**config.mk**
```make
export PLATFORM = sky130hd
export DESIGN_NAME = intpol2_d4_sched_flat
export DESIGN_NICKNAME = d
export VERILOG_FILES = /design/src/rtl/intpol2_d4_sched_pkg.sv /design/src/rtl/intpol2_d4_sched_if.sv /design/src/rtl/intpol2_d4_sched_valid_dly.sv /design/src/rtl/intpol2_d4_sched.sv /design/src/flat_wrapper.sv
export SDC_FILE = /design/constraint.sdc
export NUM_CORES = 1
export LEC_CHECK = 0
export CAP_MARGIN = 30
export CORE_ASPECT_RATIO = 1.25
export CORE_MARGIN = 3
export CORE_UTILIZATION = 59
export CTS_CLUSTER_DIAMETER = 120
export DETAILED_ROUTE_END_ITERATION = 7
export GPL_TIMING_DRIVEN = 0
export PLACE_DENSITY = 0.85
export SLEW_MARGIN = 15
export SYNTH_ARGS = -nofsm -noshare
export SYNTH_HDL_FRONTEND = slang
export SYNTH_SLANG_ARGS = --single-unit
export TNS_END_PERCENT = 100
```
**constraint.sdc**
```tcl
create_clock -name clk -period 4.52 [get_ports clk]
set_input_delay 1.356 -clock clk [delete_from_list [all_inputs] [get_ports clk]]
set_output_delay 1.356 -clock clk [all_outputs]
set_load 0.02 [all_outputs]
```
**src/rtl/intpol2_d4_sched_pkg.sv**
```systemverilog
// Control package for the quadratic x4 interpolation sequencer.
// Holds the FSM state encoding, the status-byte bit positions, the number of
// interpolation phases per input sample, and a helper that decides whether
// the current issue is the last one for the sample in flight.
package intpol2_ctrl_pkg;

  typedef enum logic [2:0] {
    ST_IDLE   = 3'd0,
    ST_PRIME  = 3'd1,
    ST_FETCH  = 3'd2,
    ST_LOAD   = 3'd3,
    ST_INTERP = 3'd4,
    ST_DRAIN  = 3'd5
  } state_e;

  // Status byte bit positions
  localparam int unsigned DONE       = 0;
  localparam int unsigned BUSY       = 1;
  localparam int unsigned STOP_EMPTY = 2;
  localparam int unsigned STOP_AFULL = 3;
  localparam int unsigned BYPASS     = 5;

  // Interpolation phases per input sample and the width of the phase index
  localparam int unsigned D    = 4;
  localparam int unsigned PH_W = $clog2(D);

  // The 3-tap history needs two samples loaded before the first issue.
  localparam logic [1:0] PRIME_TAPS = 2'd2;
  localparam logic [1:0] PRIME_LAST = 2'd1;

  // True when the issue at this phase completes the current input sample.
  function automatic logic sample_last(input logic bypass,
                                       input logic [PH_W-1:0] phase);
    return bypass || (phase == PH_W'(D - 1));
  endfunction

endpackage

```
**src/rtl/intpol2_d4_sched_if.sv**
```systemverilog
// Handshake bundle between the sequencer and its surroundings (AIP start and
// config registers, input FIFO flags, downstream flags, datapath strobes).
//   start/cfg_num_samples/cfg_bypass : job launch and configuration
//   empty_i/afull_i                  : input FIFO empty, downstream almost-full
//   rd_en_o/load_o                   : FIFO read and tap-history load
//   issue_o/phase_o                  : datapath issue and mu index
//   wr_en_o                          : output write strobe (issue delayed)
//   status_o/done_o                  : status byte and completion pulse
// modport slave is the sequencer, modport master is the environment.
interface intpol2_d4_sched_if #(
  parameter int CNT_WIDTH = 16
) ();
  import intpol2_ctrl_pkg::*;

  logic                 start;
  logic [CNT_WIDTH-1:0] cfg_num_samples;
  logic                 cfg_bypass;
  logic                 empty_i;
  logic                 afull_i;
  logic                 rd_en_o;
  logic                 load_o;
  logic                 issue_o;
  logic [PH_W-1:0]      phase_o;
  logic                 wr_en_o;
  logic [7:0]           status_o;
  logic                 done_o;

  modport master (
    output start, cfg_num_samples, cfg_bypass, empty_i, afull_i,
    input  rd_en_o, load_o, issue_o, phase_o, wr_en_o, status_o, done_o
  );

  modport slave (
    input  start, cfg_num_samples, cfg_bypass, empty_i, afull_i,
    output rd_en_o, load_o, issue_o, phase_o, wr_en_o, status_o, done_o
  );

endinterface

```
**src/rtl/intpol2_d4_sched_valid_dly.sv**
```systemverilog
// Strobe delay line matching the interpolation datapath latency.
//   clk       : clock, posedge
//   rst_a     : asynchronous active-high clear
//   vld_i     : issue strobe entering the datapath
//   vld_o     : the same strobe PIPE_LAT cycles later (output write enable)
//   pending_o : some strobe is still travelling through the line
module intpol2_valid_dly #(
  parameter int PIPE_LAT = 3
) (
  input  logic clk,
  input  logic rst_a,
  input  logic vld_i,
  output logic vld_o,
  output logic pending_o
);

  logic [PIPE_LAT-1:0] dly_q;
  logic [PIPE_LAT-1:0] dly_d;

  generate
    if (PIPE_LAT == 1) begin : g_one
      always_comb dly_d = vld_i;
    end else begin : g_multi
      always_comb dly_d = {dly_q[PIPE_LAT-2:0], vld_i};
    end
  endgenerate

  always_ff @(posedge clk or posedge rst_a) begin
    if (rst_a) dly_q <= '0;
    else       dly_q <= dly_d;
  end

  assign vld_o     = dly_q[PIPE_LAT-1];
  assign pending_o = |dly_q;

endmodule

```
**src/rtl/intpol2_d4_sched.sv**
```systemverilog
// Sequencer for the quadratic x4 interpolation datapath.
// Pulls I/Q pairs from the input FIFOs, primes the 3-tap history, issues four
// phases per input sample (one in bypass), delays the issue strobe to form the
// output write enable, and reports progress in the AIP status byte.
//   clk   : clock, posedge
//   rst_a : asynchronous active-high reset
//   bus   : handshake bundle (slave side), see intpol2_d4_sched_if
module intpol2_d4_sched
  import intpol2_ctrl_pkg::*;
#(
  parameter int CNT_WIDTH = 16,
  parameter int PIPE_LAT  = 3
) (
  input  logic              clk,
  input  logic              rst_a,
  intpol2_d4_sched_if.slave bus
);

  state_e               state_q,      state_d;
  logic [CNT_WIDTH-1:0] num_q,        num_d;
  logic [CNT_WIDTH-1:0] cnt_q,        cnt_d;
  logic                 bypass_q,     bypass_d;
  logic [PH_W-1:0]      phase_q,      phase_d;
  logic [1:0]           prime_q,      prime_d;
  logic                 done_q,       done_d;
  logic                 sdone_q,      sdone_d;
  logic                 stop_empty_q, stop_empty_d;
  logic                 stop_afull_q, stop_afull_d;

  logic [CNT_WIDTH-1:0] cnt_inc;
  logic                 rd_en;
  logic                 load;
  logic                 issue;
  logic [PH_W-1:0]      phase;
  logic [7:0]           status;
  logic                 wr_en;
  logic                 pending;

  assign cnt_inc = cnt_q + 1'b1;

  // State and job registers
  always_ff @(posedge clk or posedge rst_a) begin
    if (rst_a) begin
      state_q      <= ST_IDLE;
      num_q        <= '0;
      cnt_q        <= '0;
      bypass_q     <= 1'b0;
      phase_q      <= '0;
      prime_q      <= '0;
      done_q       <= 1'b0;
      sdone_q      <= 1'b0;
      stop_empty_q <= 1'b0;
      stop_afull_q <= 1'b0;
    end else begin
      state_q      <= state_d;
      num_q        <= num_d;
      cnt_q        <= cnt_d;
      bypass_q     <= bypass_d;
      phase_q      <= phase_d;
      prime_q      <= prime_d;
      done_q       <= done_d;
      sdone_q      <= sdone_d;
      stop_empty_q <= stop_empty_d;
      stop_afull_q <= stop_afull_d;
    end
  end

  // Next-state and job bookkeeping
  always_comb begin
    state_d      = state_q;
    num_d        = num_q;
    cnt_d        = cnt_q;
    bypass_d     = bypass_q;
    phase_d      = phase_q;
    prime_d      = prime_q;
    done_d       = 1'b0;
    sdone_d      = sdone_q;
    stop_empty_d = stop_empty_q;
    stop_afull_d = stop_afull_q;

    unique case (state_q)
      ST_IDLE: begin
        if (bus.start) begin
          num_d        = bus.cfg_num_samples;
          bypass_d     = bus.cfg_bypass;
          cnt_d        = '0;
          phase_d      = '0;
          // Bypass needs no history, so it starts with priming complete.
          prime_d      = bus.cfg_bypass ? PRIME_TAPS : 2'd0;
          sdone_d      = 1'b0;
          stop_empty_d = 1'b0;
          stop_afull_d = 1'b0;
          if (bus.cfg_num_samples == '0) begin
            done_d  = 1'b1;
            sdone_d = 1'b1;
          end else begin
            state_d = bus.cfg_bypass ? ST_FETCH : ST_PRIME;
          end
        end
      end

      // PRIME is the fetch step used while filling the history.
      ST_PRIME, ST_FETCH: begin
        stop_empty_d = bus.empty_i;
        if (!bus.empty_i) state_d = ST_LOAD;
      end

      ST_LOAD: begin
        phase_d = '0;
        if (prime_q != PRIME_TAPS) begin
          prime_d = prime_q + 2'd1;
          state_d = (prime_q == PRIME_LAST) ? ST_FETCH : ST_PRIME;
        end else begin
          state_d = ST_INTERP;
        end
      end

      ST_INTERP: begin
        stop_afull_d = bus.afull_i;
        if (!bus.afull_i) begin
          if (sample_last(bypass_q, phase_q)) begin
            cnt_d   = cnt_inc;
            phase_d = '0;
            state_d = (cnt_inc == num_q) ? ST_DRAIN : ST_FETCH;
          end else begin
            phase_d = phase_q + 1'b1;
          end
        end
      end

      ST_DRAIN: begin
        if (!pending) begin
          done_d  = 1'b1;
          sdone_d = 1'b1;
          state_d = ST_IDLE;
        end
      end

      default: state_d = ST_IDLE;
    endcase
  end

  // Outputs decoded from the current state
  always_comb begin
    rd_en  = 1'b0;
    load   = 1'b0;
    issue  = 1'b0;
    phase  = '0;
    status = '0;

    rd_en = ((state_q == ST_PRIME) || (state_q == ST_FETCH)) && !bus.empty_i;
    load  = (state_q == ST_LOAD);
    issue = (state_q == ST_INTERP) && !bus.afull_i;
    phase = issue ? phase_q : '0;

    status[DONE]       = sdone_q;
    status[BUSY]       = (state_q != ST_IDLE);
    status[STOP_EMPTY] = stop_empty_q;
    status[STOP_AFULL] = stop_afull_q;
    status[BYPASS]     = bypass_q;
  end

  // Issue strobe to write enable, aligned with datapath latency
  intpol2_valid_dly #(
    .PIPE_LAT (PIPE_LAT)
  ) u_valid_dly (
    .clk       (clk),
    .rst_a     (rst_a),
    .vld_i     (issue),
    .vld_o     (wr_en),
    .pending_o (pending)
  );

  assign bus.rd_en_o  = rd_en;
  assign bus.load_o   = load;
  assign bus.issue_o  = issue;
  assign bus.phase_o  = phase;
  assign bus.wr_en_o  = wr_en;
  assign bus.status_o = status;
  assign bus.done_o   = done_q;

endmodule

```
**src/flat_wrapper.sv**
```systemverilog
// flat-port wrapper written by rule: the top's interface ports become plain ports
module intpol2_d4_sched_flat import intpol2_ctrl_pkg::*;
#(
  parameter int CNT_WIDTH = 16,
  parameter int PIPE_LAT  = 3
)
  (clk, rst_a, bus_start, bus_cfg_num_samples, bus_cfg_bypass, bus_empty_i, bus_afull_i, bus_rd_en_o, bus_load_o, bus_issue_o, bus_phase_o, bus_wr_en_o, bus_status_o, bus_done_o);
  intpol2_d4_sched_if #(.CNT_WIDTH(CNT_WIDTH)) bus_i ();
  input  logic clk;
  input  logic rst_a;
  input wire logic [$bits(bus_i.start)-1:0] bus_start;
  input wire logic [$bits(bus_i.cfg_num_samples)-1:0] bus_cfg_num_samples;
  input wire logic [$bits(bus_i.cfg_bypass)-1:0] bus_cfg_bypass;
  input wire logic [$bits(bus_i.empty_i)-1:0] bus_empty_i;
  input wire logic [$bits(bus_i.afull_i)-1:0] bus_afull_i;
  output wire logic [$bits(bus_i.rd_en_o)-1:0] bus_rd_en_o;
  output wire logic [$bits(bus_i.load_o)-1:0] bus_load_o;
  output wire logic [$bits(bus_i.issue_o)-1:0] bus_issue_o;
  output wire logic [$bits(bus_i.phase_o)-1:0] bus_phase_o;
  output wire logic [$bits(bus_i.wr_en_o)-1:0] bus_wr_en_o;
  output wire logic [$bits(bus_i.status_o)-1:0] bus_status_o;
  output wire logic [$bits(bus_i.done_o)-1:0] bus_done_o;
  assign bus_i.start = bus_start;
  assign bus_i.cfg_num_samples = bus_cfg_num_samples;
  assign bus_i.cfg_bypass = bus_cfg_bypass;
  assign bus_i.empty_i = bus_empty_i;
  assign bus_i.afull_i = bus_afull_i;
  assign bus_rd_en_o = bus_i.rd_en_o;
  assign bus_load_o = bus_i.load_o;
  assign bus_issue_o = bus_i.issue_o;
  assign bus_phase_o = bus_i.phase_o;
  assign bus_wr_en_o = bus_i.wr_en_o;
  assign bus_status_o = bus_i.status_o;
  assign bus_done_o = bus_i.done_o;
  intpol2_d4_sched #(.CNT_WIDTH(CNT_WIDTH), .PIPE_LAT(PIPE_LAT)) u_core (.clk(clk), .rst_a(rst_a), .bus(bus_i));
endmodule
```
==> metrics.txt, run 1 <==
Fmax=approximately 250 MHz; CTS Buffer Depth=2; fin crit period=a little over 4 ns; drt first pass iters=6; flop2flop setup slack=1.91 ns; R2R Path Start=u_core.cnt_q[0]; vias in the first global route=2337; Pleak=0.00140 uW; Post-Syn Area=between 2000 and 3000 um2; initial antenna violation count=0; Area Overhead vs Synth=18.6%; Non-Filler Instances=396; Warnings, synthesis=0; top cells by area, synth=dfrtp_1 (42%), mux2_2 (6.8%), o21ai_0 (5.5%), xnor2_1 (4.7%), nor2_1 (3.9%); delay-heaviest family, CP=buffers and inverters; total length of routed wires=6.12 mm; outcome=finished, final reports clean; clock skew=0.00513 ns; CP startpoint kind=input pin; detailed placement HPWL=roughly 4.7 mm; I/O Pins=37; Initial Utilization=between 60% and 70%; Final Cycle Share=89.8%; post-synthesis average cell area=roughly 9.5 um2; CP most frequent cell=clkdlybuf4s50_1; sum of negative setup slack=0 ns; Post-synth EDFFs=0; share of the synthesized area in the top cell type=42.0%; H-Tree Depth=2; GRT Total Usage=24.0%; Post-CTS Resized=0; area leader, netlist=dfrtp_1; #FFs+latches synth=47; # DRC=0; worst path cell trace=clkdlybuf4s50_1, nor3_1, clkdlybuf4s50_1; Clk pin slew, worst setup/hold paths=approximately 0.080 ns; GPL Wtd Cong=roughly 0.85; CP Max Fanout=5; r2r endpoint=u_core.state_q[0]; Layout Nets=363; Final Hold Viols=0; CP endpoint=bus_phase_o[0]; Distinct cells, synth=52; core area=4490 um2; Post-synth top flop=dfrtp_1; die width=67.6 um; CP startpoint=bus_afull_i; Iteration-0 DRC Markers=185; Worst-Skew Late Latency=0.31 ns; FF-to-FF path depth=7; root buf cell=clkbuf_8; Sink Count=47; Slew Viols, Final=0; Critical Path Stages=3; Data arrival, critical path=2.70 ns; TritonCTS buffer count=5; async set or reset register ratio after synthesis=100%; pin count of the biggest net entering global routing=27; Row Count=27; first-pass GRT wire length=between 10 and 15 mm; register area share after synthesis=42.0%; WS Path Type=in2out; # hold bufs at CTS=0; overflow left after global routing=0; CP max stage cell=clkdlybuf4s50_1; Crit. End Element=output pin; worst vdd ir=0.290 mV; share of layout cells above drive strength 1=14.8%; Buf/Inv on CP=2; hold crit path type=reg2reg; CTS tree=built; Post-CTS Setup Inserts=0; Avg WL per Cell=15.5 um; RSZ-0062 raised after global routing=no; final setup violation count=0; vias=2352; n_diodes=0; placed cells=roughly 390; Largest stage delay, worst path=0.63 ns; Crit path required time=3.16 ns; post-DR vias/cell=between 5 and 6; Antenna Nets Post-Route=0; Chip Height=83.0 um; pwr/cell area=between 400 and 500 nW/um2; Mapped Cells=~300; Max Cap Viol=0; full die area=roughly 5600 um2; Max-slew headroom=between 50% and 60%; worst-margin pin slew=0.633 ns; port bufs=33
-- area by class of cell --
class / count / area [um2]
Tap cell: 58 / 72.6
Timing Repair Buffer: 34 / 358
Fill cell: 325 / 1170
Clock buffer: 7 / 76.3
Buffer: 19 / 143
Sequential cell: 47 / 1180
Multi-Input combinational cell: 219 / 1450
Clock inverter: 1 / 5.00
Inverter: 11 / 41.3
-- worst min path at each step --
stage | from | slack, ns | end | cells after the start
floorplan | u_core.u_valid_dly.dly_q[1] | 0.35 | u_core.u_valid_dly.dly_q[2] | 0
global placement | u_core.u_valid_dly.dly_q[0] | 0.35 | u_core.u_valid_dly.dly_q[1] | 0
detailed placement | u_core.u_valid_dly.dly_q[0] | 0.36 | u_core.u_valid_dly.dly_q[1] | 0
CTS | u_core.u_valid_dly.dly_q[0] | 0.38 | u_core.u_valid_dly.dly_q[1] | 0
global route | u_core.u_valid_dly.dly_q[0] | 0.39 | u_core.u_valid_dly.dly_q[1] | 0
finish | u_core.u_valid_dly.dly_q[0] | 0.38 | u_core.u_valid_dly.dly_q[1] | 0
-- logic make-up (layout without fill, tap and decap cells) --
logic type | Yosys count | count (layout) | synth area share, %
adders and majority gates | 4 | 4 | 1.79
AOI/OAI and AO/OA | 64 | 64 | 14.3
muxes | 18 | 18 | 7.20
other | 1 | 3 | 0.134
buffers and inverters | 30 | 72 | 6.57
and+or+nand+nor | 106 | 106 | 20.4
DFF | 47 | 47 | 42.0
xor gates and xnor gates | 24 | 24 | 7.51
-- cells in the mapped netlist (6+ instances only) --
cell,number
nand2_1,20
xor2_1,9
nand4_1,8
nand3_1,10
dfrtp_1,47
clkbuf_1,6
o21ai_0,31
mux2_2,17
xnor2_1,15
nor4_1,6
inv_1,11
nor3_1,10
nor2_1,29
buf_4,8
-- worst reg2reg max path: stages, from the launching register on --
cell,delay (ns)
dfrtp_1,0.45
ha_1,0.29
nand2_1,0.16
nor4_1,0.56
xnor2_1,0.19
o2bb2ai_1,0.10
or4b_4,0.55
o31ai_1,0.21
-- sequential cells by signal, summed over array words and instances (netlist names) --
name and cells:
u_core.stop_afull_q 1, u_core.u_valid_dly.dly_q 3, u_core.bus.done_o 1, u_core.bypass_q 1, u_core.phase_q 2, u_core.state_q 3
u_core.prime_q 2, u_core.num_q 16, u_core.stop_empty_q 1, u_core.sdone_q 1, u_core.cnt_q 16
-- metal layers --
layer | up-vias | GRT usage (%) | share of wire (%) | routed length, um
li1 | 1122 | - | - | -
met5 | - | 0 | 0 | 0
met4 | 0 | 9.78 | 2.7 | 165
met2 | 97 | 41.1 | 52 | 3170
met1 | 1117 | 28.7 | 40 | 2440
met3 | 16 | 4.33 | 5.5 | 338
-- cells in the final DEF (no fill, tap or decap), drive strengths merged, types with 2 or more instances in the layout --
cell	Yosys	final
a21o	4	4
a21oi	3	3
a31oi	3	3
and3	2	2
buf	8	9
clkbuf	11	18
clkdlybuf4s50	0	33
conb	1	3
dfrtp	47	47
ha	4	4
inv	11	11
mux2	17	17
nand2	21	21
nand2b	2	2
nand3	11	11
nand4	9	9
nor2	29	29
nor2b	3	3
nor3	10	10
nor4	7	7
o211ai	2	2
o21a	2	2
o21ai	31	31
o22ai	4	4
o2bb2ai	2	2
o31ai	5	5
or2	3	3
or3	3	3
or4b	2	2
xnor2	15	15
xor2	9	9
-- metrics by stage --
step                      hold WS, ns  utilization [%]  cell area (um2)  power, uW  setup WS, ns
after floorplan                 0.348                -             2810       1150          1.31
after global placement          0.355             71.4             3210       1330         0.455
after detailed placement        0.362             72.0             3240       1360         0.456
after CTS                       0.380             73.9             3320       1600         0.455
after global routing            0.395             73.9             3320       1700         0.369
final                           0.378             73.9             3320       1600         0.463
-- power breakdown --
| part | total, uW | switching, uW | internal, uW |
|---|---|---|---|
| sequential | 628 | 89.4 | 539 |
| clock | 247 | 138 | 109 |
| combinational | 722 | 351 | 371 |
| total | 1600 | 579 | 1020 |
(Power assumes the default switching activity.)
==> run 2, diff against run 1 <==
CORE_ASPECT_RATIO = unset   (was 1.25)
CTS_CLUSTER_SIZE = 20   (was unset)
SETUP_SLACK_MARGIN = 0.5   (was unset)
==> run 2 against run 1 <==
Effect of this change:
- clock power increased by 9.3%
- wire length increased by 4.3%
- core utilization increased by 0.31 points
- first-iteration DRC count increased by 45%
- cell area unchanged
- via count increased by 0.64%
- critical path depth unchanged
- sequential share of layout area unchanged
- global-route usage increased by 0.96 points
- sequential power increased by 3%
- count of clock-buffer cells in the layout decreased by 2
==> metrics.txt, run 2 (synthesized netlist as in run 1, its figures left out) <==
die width=about 75 um; worst vdd ir=0.375 mV; clock skew=0.00701 ns; Slew Viols, Final=0; CP startpoint kind=input pin; Buf/Inv on CP=2; Layout Nets=363; # DRC=0; share of layout cells above drive strength 1=between 10% and 20%; flip-flop and latch area=1180 um2; outcome=finished, final reports clean; vias in the first global route=around 2200; I/O Pins=37; core area=4470 um2; Largest stage delay, worst path=0.62 ns; sum of negative setup slack=0 ns; initial antenna violation count=0; grt met1 use=35.5%; commonest non-fill, non-tap cells in the layout=dfrtp_1 (47), o21ai_0 (31), clkdlybuf4s50_1 (31), nor2_1 (29), nand2_1 (20); n_diodes=0; TritonCTS buffer count=5; Crit. End Element=output pin; port bufs=33; overflow left after global routing=0; worst-margin pin slew=0.624 ns; GR Layer Usage met3=approximately 4.7%; total length of routed wires=6.38 mm; Max-slew headroom=58.0%; most common cell after layout, fill and taps aside=dfrtp_1; CP max stage cell=clkdlybuf4s50_1; Clk pin slew, worst setup/hold paths=0.09 ns; pin count of the biggest net entering global routing=26; WS Path Type=in2out; first-pass GRT wire length=10.6 mm; Most Crowded Layer GR=met2; GRT Total Usage=25.0%; Max Cap Viol=0; worst path cell trace=clkdlybuf4s50_1, nor2_1, clkdlybuf4s50_1; Avg WL per Cell=16.4 um; Placed Area=3230 um2; CTS Buffer Depth=2; # hold bufs at CTS=0; vias=2367; Worst-Skew Late Latency=0.31 ns; Chip Height=74.9 um; post-DR vias/cell=6.07; Antenna Nets Post-Route=0; RSZ-0062 raised after global routing=no; hold crit path type=reg2reg; Sink Count=47; Post-CTS Setup Inserts=0; pwr/cell area=between 400 and 500 nW/um2; drt first pass iters=4; Iteration-0 DRC Markers=between 200 and 300; Pleak=0.00141 uW; Fmax=between 200 and 300 MHz; Area Overhead vs Synth=18.6%; Row Count=24; detailed placement HPWL=around 4.8 mm; met2 usage=38.3%; CP most frequent cell=clkdlybuf4s50_1; CP Max Fanout=5; largest registers=u_core.cnt_q x16, u_core.num_q x16; full die area=5610 um2; Post-Layout Inst Area=3320 um2; Final Hold Viols=0; Crit path required time=3.16 ns; delay-heaviest family, CP=buffers and inverters; fin crit period=3.97 ns; GPL Wtd Cong=0.950; H-Tree Depth=2; multi-input logic area=between 1000 and 1500 um2; Data arrival, critical path=2.62 ns; root buf cell=clkbuf_8; CTS tree=built; final setup violation count=0; Fill cells=322; Final Cycle Share=between 80% and 90%; Initial Utilization=62.6%
==> run 2: cell types whose count changed in the layout (fill, tap and decap cells not counted) <==
| cell | change |
|---|---|
| dlygate4sd2_1 | +2 |
| inv_6 | +2 |
| clkdlybuf4s50_1 | -2 |
| clkbuf_1 | -2 |
==> run 2: area by class of cell <==
class	count	share of cell area (%)
multi-input combinational	219	43.6
clock inverter	3	0.679
tap	52	1.96
buffer	19	4.30
timing repair buffer	34	10.7
clock buffer	5	2.07
sequential	47	35.4
inverter	11	1.24
==> run 2: through the flow <==
stage          hold WS (ns)  power, uW  std cells  worst slack (ns)  utilization, %
2_1_floorplan         0.348       1150        296              1.31               -
3_3_place_gp          0.352       1330        381             0.467            71.6
3_5_place_dp          0.354       1370        382             0.459            72.2
4_1_cts               0.374       1640        390             0.537            74.2
5_1_grt               0.398       1740        390             0.514            74.2
6_report              0.373       1640        390             0.546            74.2
==> run 2: worst paths after layout <==
path | endpoint | start | cells after the start | slack [ns]
min in group asynchronous | u_core.num_q[3] | rst_a | 2 | 1.42
hold / removal | u_core.u_valid_dly.dly_q[1] | u_core.u_valid_dly.dly_q[0] | 0 | 0.37
setup / recovery | bus_issue_o | bus_afull_i | 3 | 0.55
max in group asynchronous | u_core.sdone_q | rst_a | 3 | 2.59
setup reg to reg | u_core.state_q[1] | u_core.cnt_q[0] | 7 | 1.85
hold reg to reg | u_core.u_valid_dly.dly_q[1] | u_core.u_valid_dly.dly_q[0] | 0 | 0.37
==> run 2: per-layer routing <==
| layer | vias to the layer above | part of all wire (%) |
|---|---|---|
| li1 | 1133 | - |
| met2 | 80 | 47 |
| met5 | - | 0 |
| met1 | 1140 | 44 |
| met4 | 0 | 2.1 |
| met3 | 14 | 6.9 |
==> run 2: power by group <==
group | internal (uW) | leakage (uW) | switching [uW] | total, uW
combinational | 371 | 0.000758 | 355 | 726
clock | 112 | 0.0000489 | 158 | 270
sequential | 538 | 0.000608 | 108 | 646
total | 1020 | 0.00141 | 620 | 1640
==> run 2: what timing repair did <==
item                                   CTS  global route
setup endpoints to repair                2             0
endpoints found under the hold margin    0             0
resized for setup                        2             0
